===== config.mk =====
export PLATFORM = sky130hd
export DESIGN_NAME = axi_traffic_gen
export DESIGN_NICKNAME = d
export VERILOG_FILES = /design/src/rtl/axi_traffic_gen.sv
export SDC_FILE = /design/constraint.sdc
export NUM_CORES = 1
export LEC_CHECK = 0
export BUFFER_PORTS_ARGS = -buffer_cell sky130_fd_sc_hd__clkbuf_2
export CORE_ASPECT_RATIO = 0.5
export CORE_UTILIZATION = 25
export DETAILED_ROUTE_END_ITERATION = 16
export GPL_ROUTABILITY_DRIVEN = 0
export MAX_ROUTING_LAYER = met4
export SYNTH_ARGS = -nofsm -noshare
export SYNTH_HDL_FRONTEND = slang
export SYNTH_SLANG_ARGS = --single-unit

===== constraint.sdc =====
create_clock -name clk -period 7.6 [get_ports clk]
set_input_delay 0.38 -clock clk [delete_from_list [all_inputs] [get_ports clk]]
set_output_delay 0.38 -clock clk [all_outputs]
set_load 0.02 [all_outputs]

===== src/rtl/axi_traffic_gen.sv =====
// -----------------------------------------------------------------------------
// axi_traffic_gen
//
// AXI master traffic generator. A run writes NUM_BURSTS incrementing bursts
// (BURST_LEN+1 beats each) starting at ADDR_BASE, stepping ADDR_STEP per
// burst, then reads the same bursts back and counts mismatches. MODE 0 does
// all writes and then all reads; MODE 1 writes burst k and reads it back
// before moving on to burst k+1. Only one burst is in flight at any time and
// write and read activity never overlap.
//
// Write beat i of the burst at address A carries (A + i), resized to
// DATA_WIDTH. Reads are checked against the same pattern.
//
// Ports
//   clk, rst        : clock (rising edge), synchronous active-high reset
//   start           : run request, only sampled while idle
//   busy, done      : busy outside IDLE; done sticky until the next start
//   err_cnt         : saturating count of read data / rlast faults
//   aw* / w* / b*   : AXI write address, data and response channels
//   ar* / r*        : AXI read address and data channels
// -----------------------------------------------------------------------------
module axi_traffic_gen #(
    parameter int         ADDR_WIDTH = 16,
    parameter int         DATA_WIDTH = 32,
    parameter logic [7:0] BURST_LEN  = 8'd7,
    parameter int         NUM_BURSTS = 4,
    parameter int         ADDR_BASE  = 16,
    parameter int         ADDR_STEP  = 16,
    parameter int         MODE       = 0
) (
    input  logic                  clk,
    input  logic                  rst,

    input  logic                  start,
    output logic                  busy,
    output logic                  done,
    output logic [15:0]           err_cnt,

    output logic                  awvalid,
    input  logic                  awready,
    output logic [ADDR_WIDTH-1:0] awaddr,
    output logic [7:0]            awlen,

    output logic                  wvalid,
    input  logic                  wready,
    output logic [DATA_WIDTH-1:0] wdata,
    output logic                  wlast,

    input  logic                  bvalid,
    output logic                  bready,

    output logic                  arvalid,
    input  logic                  arready,
    output logic [ADDR_WIDTH-1:0] araddr,
    output logic [7:0]            arlen,

    input  logic                  rvalid,
    output logic                  rready,
    input  logic [DATA_WIDTH-1:0] rdata,
    input  logic                  rlast
);

    // Top-level phases: WR is covered by S_AW/S_W/S_B, RD by S_AR/S_R.
    localparam logic [2:0] S_IDLE = 3'd0;
    localparam logic [2:0] S_AW   = 3'd1;
    localparam logic [2:0] S_W    = 3'd2;
    localparam logic [2:0] S_B    = 3'd3;
    localparam logic [2:0] S_AR   = 3'd4;
    localparam logic [2:0] S_R    = 3'd5;
    localparam logic [2:0] S_DONE = 3'd6;

    localparam int BCW = (NUM_BURSTS > 1) ? $clog2(NUM_BURSTS) : 1;
    localparam logic [BCW-1:0] LAST_BURST = BCW'(NUM_BURSTS - 1);

    localparam logic [ADDR_WIDTH-1:0] BASE_A = ADDR_WIDTH'(ADDR_BASE);
    localparam logic [ADDR_WIDTH-1:0] STEP_A = ADDR_WIDTH'(ADDR_STEP);

    // Pattern sum is formed wide enough that A + beat never wraps before
    // being resized to the data width.
    localparam int PW = ADDR_WIDTH + 9;

    function automatic logic [DATA_WIDTH-1:0] pattern(
        input logic [ADDR_WIDTH-1:0] a,
        input logic [7:0]            beat
    );
        logic [PW-1:0] s;
        s = PW'(a) + PW'(beat);
        return DATA_WIDTH'(s);
    endfunction

    function automatic logic [15:0] sat_add(
        input logic [15:0] cnt,
        input logic [1:0]  inc
    );
        logic [16:0] s;
        s = {1'b0, cnt} + 17'(inc);
        return s[16] ? 16'hFFFF : s[15:0];
    endfunction

    logic [2:0]            state_q, state_d;
    logic [ADDR_WIDTH-1:0] addr_q,  addr_d;
    logic [BCW-1:0]        burst_q, burst_d;
    logic [7:0]            beat_q,  beat_d;
    logic [DATA_WIDTH-1:0] wdata_q, wdata_d;
    logic [15:0]           err_q,   err_d;
    logic                  done_q,  done_d;

    logic                  last_beat;
    logic                  rd_mismatch;
    logic                  rd_last_err;
    logic [1:0]            rd_inc;

    assign last_beat   = (beat_q == BURST_LEN);
    assign rd_mismatch = (rdata != pattern(addr_q, beat_q));
    // rlast must be high exactly on the final beat; either direction of
    // disagreement is one fault, and the burst still ends on the final beat.
    assign rd_last_err = last_beat ? !rlast : rlast;
    assign rd_inc      = {1'b0, rd_mismatch} + {1'b0, rd_last_err};

    always_comb begin
        state_d = state_q;
        addr_d  = addr_q;
        burst_d = burst_q;
        beat_d  = beat_q;
        wdata_d = wdata_q;
        err_d   = err_q;
        done_d  = done_q;

        case (state_q)
            S_IDLE: begin
                if (start) begin
                    state_d = S_AW;
                    addr_d  = BASE_A;
                    burst_d = '0;
                    beat_d  = 8'd0;
                    err_d   = 16'd0;
                    done_d  = 1'b0;
                end
            end

            S_AW: begin
                if (awready) begin
                    state_d = S_W;
                    beat_d  = 8'd0;
                    wdata_d = pattern(addr_q, 8'd0);
                end
            end

            S_W: begin
                if (wready) begin
                    if (last_beat) begin
                        state_d = S_B;
                        beat_d  = 8'd0;
                    end else begin
                        beat_d  = beat_q + 8'd1;
                        wdata_d = pattern(addr_q, beat_q + 8'd1);
                    end
                end
            end

            S_B: begin
                if (bvalid) begin
                    if (MODE == 1) begin
                        // Read back the burst just written, same address.
                        state_d = S_AR;
                    end else if (burst_q == LAST_BURST) begin
                        state_d = S_AR;
                        burst_d = '0;
                        addr_d  = BASE_A;
                    end else begin
                        state_d = S_AW;
                        burst_d = burst_q + BCW'(1);
                        addr_d  = addr_q + STEP_A;
                    end
                end
            end

            S_AR: begin
                if (arready) begin
                    state_d = S_R;
                    beat_d  = 8'd0;
                end
            end

            S_R: begin
                if (rvalid) begin
                    err_d = sat_add(err_q, rd_inc);
                    if (last_beat) begin
                        beat_d = 8'd0;
                        if (burst_q == LAST_BURST) begin
                            state_d = S_DONE;
                            done_d  = 1'b1;
                        end else begin
                            state_d = (MODE == 1) ? S_AW : S_AR;
                            burst_d = burst_q + BCW'(1);
                            addr_d  = addr_q + STEP_A;
                        end
                    end else begin
                        beat_d = beat_q + 8'd1;
                    end
                end
            end

            S_DONE: begin
                state_d = S_IDLE;
            end

            default: begin
                state_d = S_IDLE;
            end
        endcase
    end

    always_ff @(posedge clk) begin
        if (rst) begin
            state_q <= S_IDLE;
            addr_q  <= BASE_A;
            burst_q <= '0;
            beat_q  <= 8'd0;
            wdata_q <= '0;
            err_q   <= 16'd0;
            done_q  <= 1'b0;
        end else begin
            state_q <= state_d;
            addr_q  <= addr_d;
            burst_q <= burst_d;
            beat_q  <= beat_d;
            wdata_q <= wdata_d;
            err_q   <= err_d;
            done_q  <= done_d;
        end
    end

    // Channel controls decode straight from the state register, so address,
    // data and last stay frozen for as long as a handshake is stalled.
    assign busy    = (state_q != S_IDLE);
    assign done    = done_q;
    assign err_cnt = err_q;

    assign awvalid = (state_q == S_AW);
    assign awaddr  = addr_q;
    assign awlen   = BURST_LEN;

    assign wvalid  = (state_q == S_W);
    assign wdata   = wdata_q;
    assign wlast   = (state_q == S_W) && last_beat;

    assign bready  = (state_q == S_B);

    assign arvalid = (state_q == S_AR);
    assign araddr  = addr_q;
    assign arlen   = BURST_LEN;

    assign rready  = (state_q == S_R);

endmodule


Word level (Yosys, flattened, before mapping)
Index checks and enable logic that the tools add are counted.
- register bits after elaboration: 78
- input port bits: 41
- output and inout port bits: 104
- word-level logic and storage cells: 93
- add/subtract/negate cells: 7
- equality and inequality tests: 19
- muxes and demuxes: 46
- reductions and logical operators: 14
- operator list (operator ; count):
    two-way mux 16 bit ; 9
    two-way mux 32 bit ; 3
    case mux 32 bit (2 select lines) ; 1
    two-way mux 8 bit ; 6
    case mux 16 bit (3 select lines) ; 1
    case mux 8 bit (5 select lines) ; 1
    adder 16 x 8 -> 17 bit ; 2
    inequality test 32 x 17 -> 1 bit ; 1
    case mux 16 bit (2 select lines) ; 1
    two-way mux 3 bit ; 9
    case mux 3 bit (6 select lines) ; 1
    adder 16 x 2 -> 17 bit ; 1
    adder 16 x 5 -> 16 bit (second input constant) ; 1
    two-way mux 2 bit ; 7
    inequality test 2 x 1 -> 1 bit (second input constant) ; 6
    AND reduction 6 bit ; 2
    inequality test 2 bit (second input constant) ; 5
    adder 8 x 1 -> 8 bit (second input constant) ; 1
    == test 8 x 3 -> 1 bit (second input constant) ; 1
    AND reduction 8 bit ; 1
    == test 3 x 2 -> 1 bit (second input constant) ; 2
    == test 3 bit (second input constant) ; 2
    case mux 2 bit (3 select lines) ; 1
    nonzero test 3 bit ; 2
    14 further kinds ; 19

Longest topological paths before layout
Gate-level depths: netlist of the first run.
- word-level depth: 7
- mapped depth: 16
- gate-level depth less buffers: 16

Worst setup path after synthesis of the first run
No wires, ideal clock.
- path type: reg-to-reg
- start: reg addr_q[5] (netlist: araddr[5])
- end: reg err_q[15] (netlist: err_cnt[15])
- setup time: 0.070 ns
- arrival: 3.754 ns
- required time: 7.530 ns
- setup slack: 3.776 ns
- stages on the path, launching flop included: 17
- buffers on the path: 1
- period minus slack after synthesis: 3.824 ns
- cell sequence: dfxtp_1 > ha_1 > a211o_1 > a21oi_1 > o21ai_0 > nand4b_1 > and3_1 > nor4_1 > fa_1 > inv_1 > ha_1 > nand3_1 > nor4_1 > and2_0 > clkbuf_1 > o21ai_0 > a21oi_1
- word-level cells in the longest chain between the ends: 7
- RTL lines (item ; RTL line ; source):
    from (decl) ; 101 ; logic [ADDR_WIDTH-1:0] addr_q, addr_d;
    from (signal assigned) ; 225 ; addr_q <= addr_d;
    adder 16 x 8 -> 17 bit ; 87 ; s = PW'(a) + PW'(beat);
    inequality test 32 x 17 -> 1 bit ; 114 ; assign rd_mismatch = (rdata != pattern(addr_q, beat_q));
    adder 1 x 1 -> 2 bit ; 118 ; assign rd_inc = {1'b0, rd_mismatch} + {1'b0, rd_last_err};
    adder 16 x 2 -> 17 bit ; 96 ; s = {1'b0, cnt} + 17'(inc);
    two-way mux 16 bit ; 97 ; return s[16] ? 16'hFFFF : s[15:0];
    two-way mux 16 bit ; 186 ; if (rvalid) begin
    case mux 16 bit (2 select lines) ; 129 ; case (state_q)
    to (signal assigned) ; 229 ; err_q <= err_d;
    to (decl) ; 105 ; logic [15:0] err_q, err_d;
No other way between the ends. The select of a mux whose other input is x is not followed.
A chain may end at the register's enable or synchronous reset.

Final worst setup path of the first run
- start: reg addr_q[6] (netlist: araddr[6])
- end: reg err_q[8] (netlist: err_cnt[8])
The elaborated chain is that of the path after synthesis.

==> results.yml, run 1 <==
run_status:
  outcome: "finished clean"
setup_path:
  crit_path_end: "err_cnt[8]"
  cp.required_ps: 7850
  regToRegEndpoint: "err_cnt[8]"
  max_stage_delay_ps: 620
  crit_slowest_cell: "nor4_1"
  arrival_ps: 4800
  reg2reg_slack_ps: 3050
  reg2reg_from: "araddr[6]"
  crit_path_start: "araddr[6]"
  crit_path_max_fanout: 12
  worstPathCellList: "ha_1 > o21a_1 > a21oi_1 > o21ai_0 > nand4b_1 > and3_1 > nor4_1 > fa_1 > inv_1 > ha_1 > nand3_1 > nor4_1 > and2_0 > o21ai_0 > a21oi_1"
  start_kind: "flop"
  rr_worst_depth: 15
  endpoint_kind: "flop"
  path_class: "reg2reg"
power_and_ir_drop:
  power_density_nw_per_um2: 207
  power_leakage_nw: 2.16
  ir_worst_vdd_mv: 0.115
  power_w: 0.00107
clocking:
  root_buffer: "clkbuf_16"
  cts_buffers: 9
  cts_tree: "yes"
  cts_sinks: 59
  cts_resized: 0
  clk_pin_slew_ps: 60
  clk_path_buf_depth: 2
  cts_max_level: 3
  clock_latency_ps: 340
  postCtsSetupBuffers: 0
  cts_hold_buf: 0
floorplanning:
  die_x_um: 190
  start_util_pct: 26.3
  coreArea_sq_um: 16800
  dieHeight_um: 96.0
  core.rowCount: 33
  io_pins: 145
  die_area_sq_um: 18200
detailed_routing:
  wl_per_cell_um: 13.9
  drtIter0Drc: 338
  via_count: 4287
  ant_nets: 0
  drc: 0
  avgViaCountPerCell: 4.83
  wl_um: 12300
  firstDrtPassIters: 5
synthesis:
  ys_types: 61
  synth_edf_count: 0
  synth_seq_cells: 59
  synth-seq-area-share_pct: 26.8
  synth-async-reset-ratio_pct: 0
  synthFlopType: "dfxtp_1"
  avgSynthCellArea_sq_um: 7.55
  yosys_warnings: 0
  synthCells: 585
  syn-cell-area_sq_um: 4410
finish:
  final_nets: 711
  syn_to_final_growth_pct: 17.0
  fillers: 1794
  drive_gt1_share_pct: 20.1
  diodes: 0
sta:
  hold_viol_final: 0
  fin_setup_tns_ps: 0
  setup_violations: 0
  max_freq_mhz: 220
  relSlewSlack_pct: 27.3
  min_period_over_period_pct: 59.8
  slew_viol_final: 0
  fin_ws_ps: 3050
  min_period_ps: 4550
  tightest_slew_ps: 1090
  fin_skew_ps: 8.64
  grt_setup_unrepaired: "no"
global_routing:
  antenna_found_initial: 0
  track_usage_pct: 14.2
  overflow: 0
  use_met1_pct: 17.6
  grt-busiest-layer: "met2"
  use_met2_pct: 22.3
  grt_pass1_vias: 3912
  grt_max_degree: 50
  grt_pass1_wl_um: 19700
  use_met3_pct: 2.95
placed_design:
  dp_slack_ps: 3100
  hpwl_um: 9170
  portBuffers: 105
hold_path:
  hold_path.class: "in2reg"
flow_run:
  drv_cap: 0
[registers in the layout, summed over array words and instances, names as in the netlist]
| signal | cells |
|---|---|
| wdata | 17 |
| araddr | 12 |
| burst_q | 2 |
| state_q | 3 |
| err_cnt | 16 |
| beat_q | 8 |
| done | 1 |
[synth_stat cells (3+ instances only)]
cell       n  area, sq um
a211o_1    3         26.3
a211oi_1   5         37.5
a21o_1     8         60.1
a21oi_1   49          245
a22oi_1    5         37.5
a311oi_1   3         26.3
a31oi_1    8         50.1
and2_1     3         18.8
and3_1    10         62.6
buf_2      9         45.0
buf_4     52          390
clkbuf_1  20         75.1
dfxtp_1   59         1180
ha_1      13          163
inv_1      9         33.8
nand2_1   46          173
nand2b_1  11         68.8
nand3_1   22          110
nand3b_1   3         22.5
nand4_1    9         56.3
nor2_1    64          240
nor2b_1    5         31.3
nor3_1    18         90.1
nor3_2     3         30.0
nor3b_1    3         22.5
nor4_1     7         43.8
o211ai_1   6         45.0
o21a_1     5         37.5
o21ai_0   33          165
o21bai_1   3         22.5
or3_1      7         43.8
or4_1      4         30.0
xnor2_1   30          263
xor2_1    16          140
[power by group]
part | internal, W | total, W | switching, W
combinational | 0.0000862 | 0.000263 | 0.000177
clock | 0.000303 | 0.000453 | 0.000150
sequential | 0.000327 | 0.000354 | 0.0000264
[cell families (layout without fill, tap and decap cells)]
| group | count (synthesis) | count (layout) | share of synthesized area (%) |
|---|---|---|---|
| AO/OA/AOI/OAI | 141 | 141 | 20.1 |
| flip-flops | 59 | 59 | 26.8 |
| AND/OR/NAND/NOR | 227 | 227 | 26.2 |
| other | 2 | 40 | 0.170 |
| multiplexers | 2 | 2 | 0.454 |
| adder cells (fa/ha/maj) | 14 | 14 | 4.14 |
| XOR/XNOR | 46 | 46 | 9.13 |
| buffers and inverters | 94 | 132 | 13.0 |
[placed cells by master, fill, tap and decap left out, drive strengths merged, types with 4 or more instances in the layout]
cell	count
a211oi	5
dfxtp	59
a21oi	49
conb	40
inv	9
o21ai	33
or3	7
clkinv	4
a21o	8
and3	10
nand3	22
xor2	16
nand2b	11
and2	4
nand4	9
a31oi	8
clkbuf	116
ha	13
a22oi	5
xnor2	30
or4	4
nand2	46
nor2	64
o211ai	6
o21a	5
nor2b	5
nor3	21
nor4	7
nand3b	4
[area by class of cell]
type | count | area, sq um | share of cell area, %
multi-input cells | 470 | 2800 | 54.2
flip-flops and latches | 59 | 1180 | 22.9
repair buffers | 106 | 533 | 10.3
well taps | 227 | 284 | 5.50
clock buffers | 11 | 253 | 4.89
clock inverters | 5 | 75.1 | 1.45
inverters | 10 | 37.5 | 0.727
[how the worst min path moves through the flow]
| stage | cells after the start | start | endpoint | slack (ps) |
|---|---|---|---|---|
| final | 3 | arready | state_q[0] | 390 |
| after global routing | 3 | arready | state_q[0] | 450 |
| after CTS | 3 | arready | state_q[0] | 380 |
| after detailed placement | 2 | wdata[2] | wdata[2] | 450 |
| after global placement | 2 | burst_q[1] | burst_q[1] | 440 |
| after floorplan | 2 | burst_q[1] | burst_q[1] | 440 |
[routing by layer]
metal / share of wire (%) / up-vias
li1: - / 2120
met1: 47 / 2005
met4: 2.2 / 0
met2: 46 / 143
met5: 0 / -
met3: 5.3 / 19
[per-stage QoR]
step / hold slack, ps / area [sq um] / cells / util (%)
after detailed placement: 447 / 4840 / 872 / 28.8
final: 388 / 5160 / 888 / 30.7
after CTS: 381 / 5160 / 888 / 30.7
after global routing: 455 / 5160 / 888 / 30.7
after global placement: 442 / 4840 / 872 / 28.8
after floorplan: 436 / 4560 / 623 / -
[worst max-delay path, delay by kind of cell, from the launching register on]
family	cells	cell delay (ps)
AND/OR/NAND/NOR	6	1630
AO/OA/AOI/OAI	5	1170
adder cells (fa/ha/maj)	3	980
flip-flops	1	590
buffers and inverters	1	70
Power figures use the tool's default switching activity.
==> run 2, diff against run 1 <==
--- a/config.mk
+++ b/config.mk
@@ -5,6 +5,7 @@
 export SDC_FILE = /design/constraint.sdc
 export NUM_CORES = 1
 export LEC_CHECK = 0
+export ABC_AREA = 1
 export BUFFER_PORTS_ARGS = -buffer_cell sky130_fd_sc_hd__clkbuf_2
 export CORE_ASPECT_RATIO = 0.5
 export CORE_UTILIZATION = 25
==> constraint.sdc (replaced) <==
create_clock -name clk -period 4 [get_ports clk]
set_input_delay 0.2 -clock clk [delete_from_list [all_inputs] [get_ports clk]]
set_output_delay 0.2 -clock clk [all_outputs]
set_load 0.02 [all_outputs]
==> results.yml, run 2 <==
sta:
  hold_viol_final: 0
  fin_setup_tns_ps: 0
  relSlewSlack_pct: 48.1
  fin_ws_ps: 376
  grt_setup_unrepaired: "no"
  min_period_ps: 3620
  tightest_slew_ps: 778
  min_period_over_period_pct: 90.6
  setup_violations: 0
  slew_viol_final: 0
  fin_skew_ps: 10.9
  max_freq_mhz: 276
synthesis:
  synth.mux.area_fraction_pct: 0
  synth-seq-area-share_pct: 25.5
  synthXorXnorAreaFrac_pct: 4.54
  netlist_top_cells_area: "dfxtp_1 (26%), nand2_1 (15%), buf_4 (8.4%)"
  synth-async-reset-ratio_pct: 0
  yosys_warnings: 0
  synth_edf_count: 0
  synth_top_family_by_area: "simple AND/OR/NAND/NOR gates"
  ys_types: 43
  synth_compound_area_share_pct: 13.1
  synthFlopType: "dfxtp_1"
  yosys.area_share.adder_pct: 3.94
  syn-cell-area_sq_um: 4630
  synth_seq_cells: 59
  synthCells: 731
  avgSynthCellArea_sq_um: 6.33
  synth_top_area_share_pct: 25.5
  synth_common_cells: "nand2_1 (181), inv_1 (87), nor2_1 (65)"
  yosys.area.top_type: "dfxtp_1"
  synthSimpleGateAreaFrac_pct: 34.4
  synth_most_common_cell: "nand2_1"
floorplanning:
  die_area_sq_um: 19100
  dieHeight_um: 98.2
  io_pins: 145
  start_util_pct: 26.1
  core.rowCount: 34
  die_x_um: 194
  coreArea_sq_um: 17700
clocking:
  clk_pin_slew_ps: 60
  cts_sinks: 59
  clk_path_buf_depth: 2
  clock_latency_ps: 330
  root_buffer: "clkbuf_16"
  cts_buffers: 9
  cts_hold_buf: 0
  cts_tree: "yes"
  cts_max_level: 3
setup_path:
  endpoint_kind: "flop"
  rr_worst_depth: 23
  cp_common_cell: "nand2_1"
  reg2reg_slack_ps: 380
  max_stage_delay_ps: 420
  arrival_ps: 3870
  crit_slowest_cell: "fa_1"
  start_kind: "flop"
  cp.required_ps: 4250
  reg2reg_from: "beat_q[5]"
  crit_path_max_fanout: 7
  regToRegEndpoint: "err_cnt[6]"
  worstPathCellList: "ha_1 > nand2_1 > nand2_1 > nand2_1 > nand2_2 > nand3_2 > nand2_1 > o21ai_1 > nand2_1 > nand2_1 > inv_1 > nand3_1 > nor2_1 > fa_1 > inv_1 > ha_1 > nand2_1 > inv_1 > nand4_1 > nor4_4 > buf_4 > o21ai_0 > a21oi_1"
  path_class: "reg2reg"
  cp_top_family: "simple AND/OR/NAND/NOR gates"
  cp_num_buf_inv: 4
global_routing:
  grt_pass1_wl_um: 21000
  overflow: 0
  track_usage_pct: 14.1
  grt_max_degree: 34
  grt_pass1_vias: 4365
  antenna_found_initial: 0
finish:
  final_nets: 882
  multi_input_area_sq_um: 2770
  fillers: 1962
  final_cell_mix: "nand2_1 (179), clkbuf_2 (105), inv_1 (87)"
  drive_gt1_share_pct: 20.8
  stdcell_area_sq_um: 5540
  largest_reg_flops: 17
  regArea_sq_um: 1180
  syn_to_final_growth_pct: 19.5
  diodes: 0
  fin_cells: 1066
  final_core_util_pct: 31.2
  layout_commonest_cell: "nand2_1"
placed_design:
  hpwl_um: 10100
  placed_cells: 1047
  placed_area_sq_um: 5160
  dp_slack_ps: 144
  portBuffers: 105
detailed_routing:
  firstDrtPassIters: 5
  drc: 0
  ant_nets: 0
  wl_um: 13000
  drtIter0Drc: 257
  via_count: 4777
  avgViaCountPerCell: 4.48
  wl_per_cell_um: 12.2
power_and_ir_drop:
  power_leakage_nw: 2.67
  power_density_nw_per_um2: 492
  ir_worst_vdd_mv: 0.243
hold_path:
  hold_path.class: "in2reg"
  hold_start: "arready"
  hold_end: "beat_q[0]"
  hold_depth: 5
flow_run:
  drv_cap: 0
run_status:
  outcome: "finished clean"
[run 2: how the worst max path moves through the flow]
| stage | start | end | depth (start not counted) |
|---|---|---|---|
| after floorplan | araddr[5] | err_cnt[11] | 24 |
| after global placement | araddr[5] | err_cnt[13] | 24 |
| after global routing | beat_q[5] | err_cnt[6] | 23 |
| after detailed placement | araddr[5] | err_cnt[11] | 24 |
| final | beat_q[5] | err_cnt[6] | 23 |
| after CTS | araddr[5] | err_cnt[5] | 24 |
[run 2: area by class of cell]
cell class / count / share of cell area (%)
clock buffers: 12 / 4.63
repair buffers: 114 / 10.7
inverters: 99 / 6.71
flip-flops and latches: 59 / 21.4
multi-input cells: 544 / 50.0
well taps: 234 / 5.29
clock inverters: 4 / 1.31
[run 2: power breakdown]
part,internal (W),switching [W],total (W)
sequential,0.000699,0.0000872,0.000786
clock,0.000578,0.000288,0.000867
combinational,0.000300,0.000770,0.00107
total,0.00158,0.00115,0.00272
[run 2: cell families after synthesis]
kind of cell | count (synthesis)
AND/OR/NAND/NOR | 353
adder cells (fa/ha/maj) | 14
buffers and inverters | 166
XOR/XNOR | 24
other | 2
flip-flops | 59
AO/OA/AOI/OAI | 113
[run 2: metrics by stage]
| step | total power (W) | hold slack [ps] |
|---|---|---|
| 3_5_place_dp | 0.00186 | 464 |
| 4_1_cts | 0.00274 | 326 |
| 2_1_floorplan | 0.00162 | 447 |
| 3_3_place_gp | 0.00186 | 458 |
| 6_report | 0.00272 | 336 |
| 5_1_grt | 0.00289 | 349 |
[run 2: worst reg2reg max path: stages (launching register included)]
cell	delay, ps
dfxtp_1	410
ha_1	290
nand2_1	130
nand2_1	100
nand2_1	100
nand2_2	120
nand3_2	120
nand2_1	60
o21ai_1	100
nand2_1	70
nand2_1	60
inv_1	30
nand3_1	70
nor2_1	110
fa_1	430
inv_1	70
ha_1	150
nand2_1	50
inv_1	110
nand4_1	200
nor4_4	360
buf_4	190
o21ai_0	80
a21oi_1	140
[run 2: per-layer routing]
metal  share of wire (%)  GRT usage (%)  routed length [um]  vias to the layer above
met2                  49           23.7                6320                      107
met5                   0              -                   0                        -
met3                 3.5           3.28                 460                       22
met1                  46           16.4                5990                     2204
met4                 1.9           5.31                 245                        0
li1                    -              -                   -                     2444
[run 2: timing repair]
item	CTS	global route
resized for setup	0	8
setup buffers	0	3
setup endpoints to repair	0	16
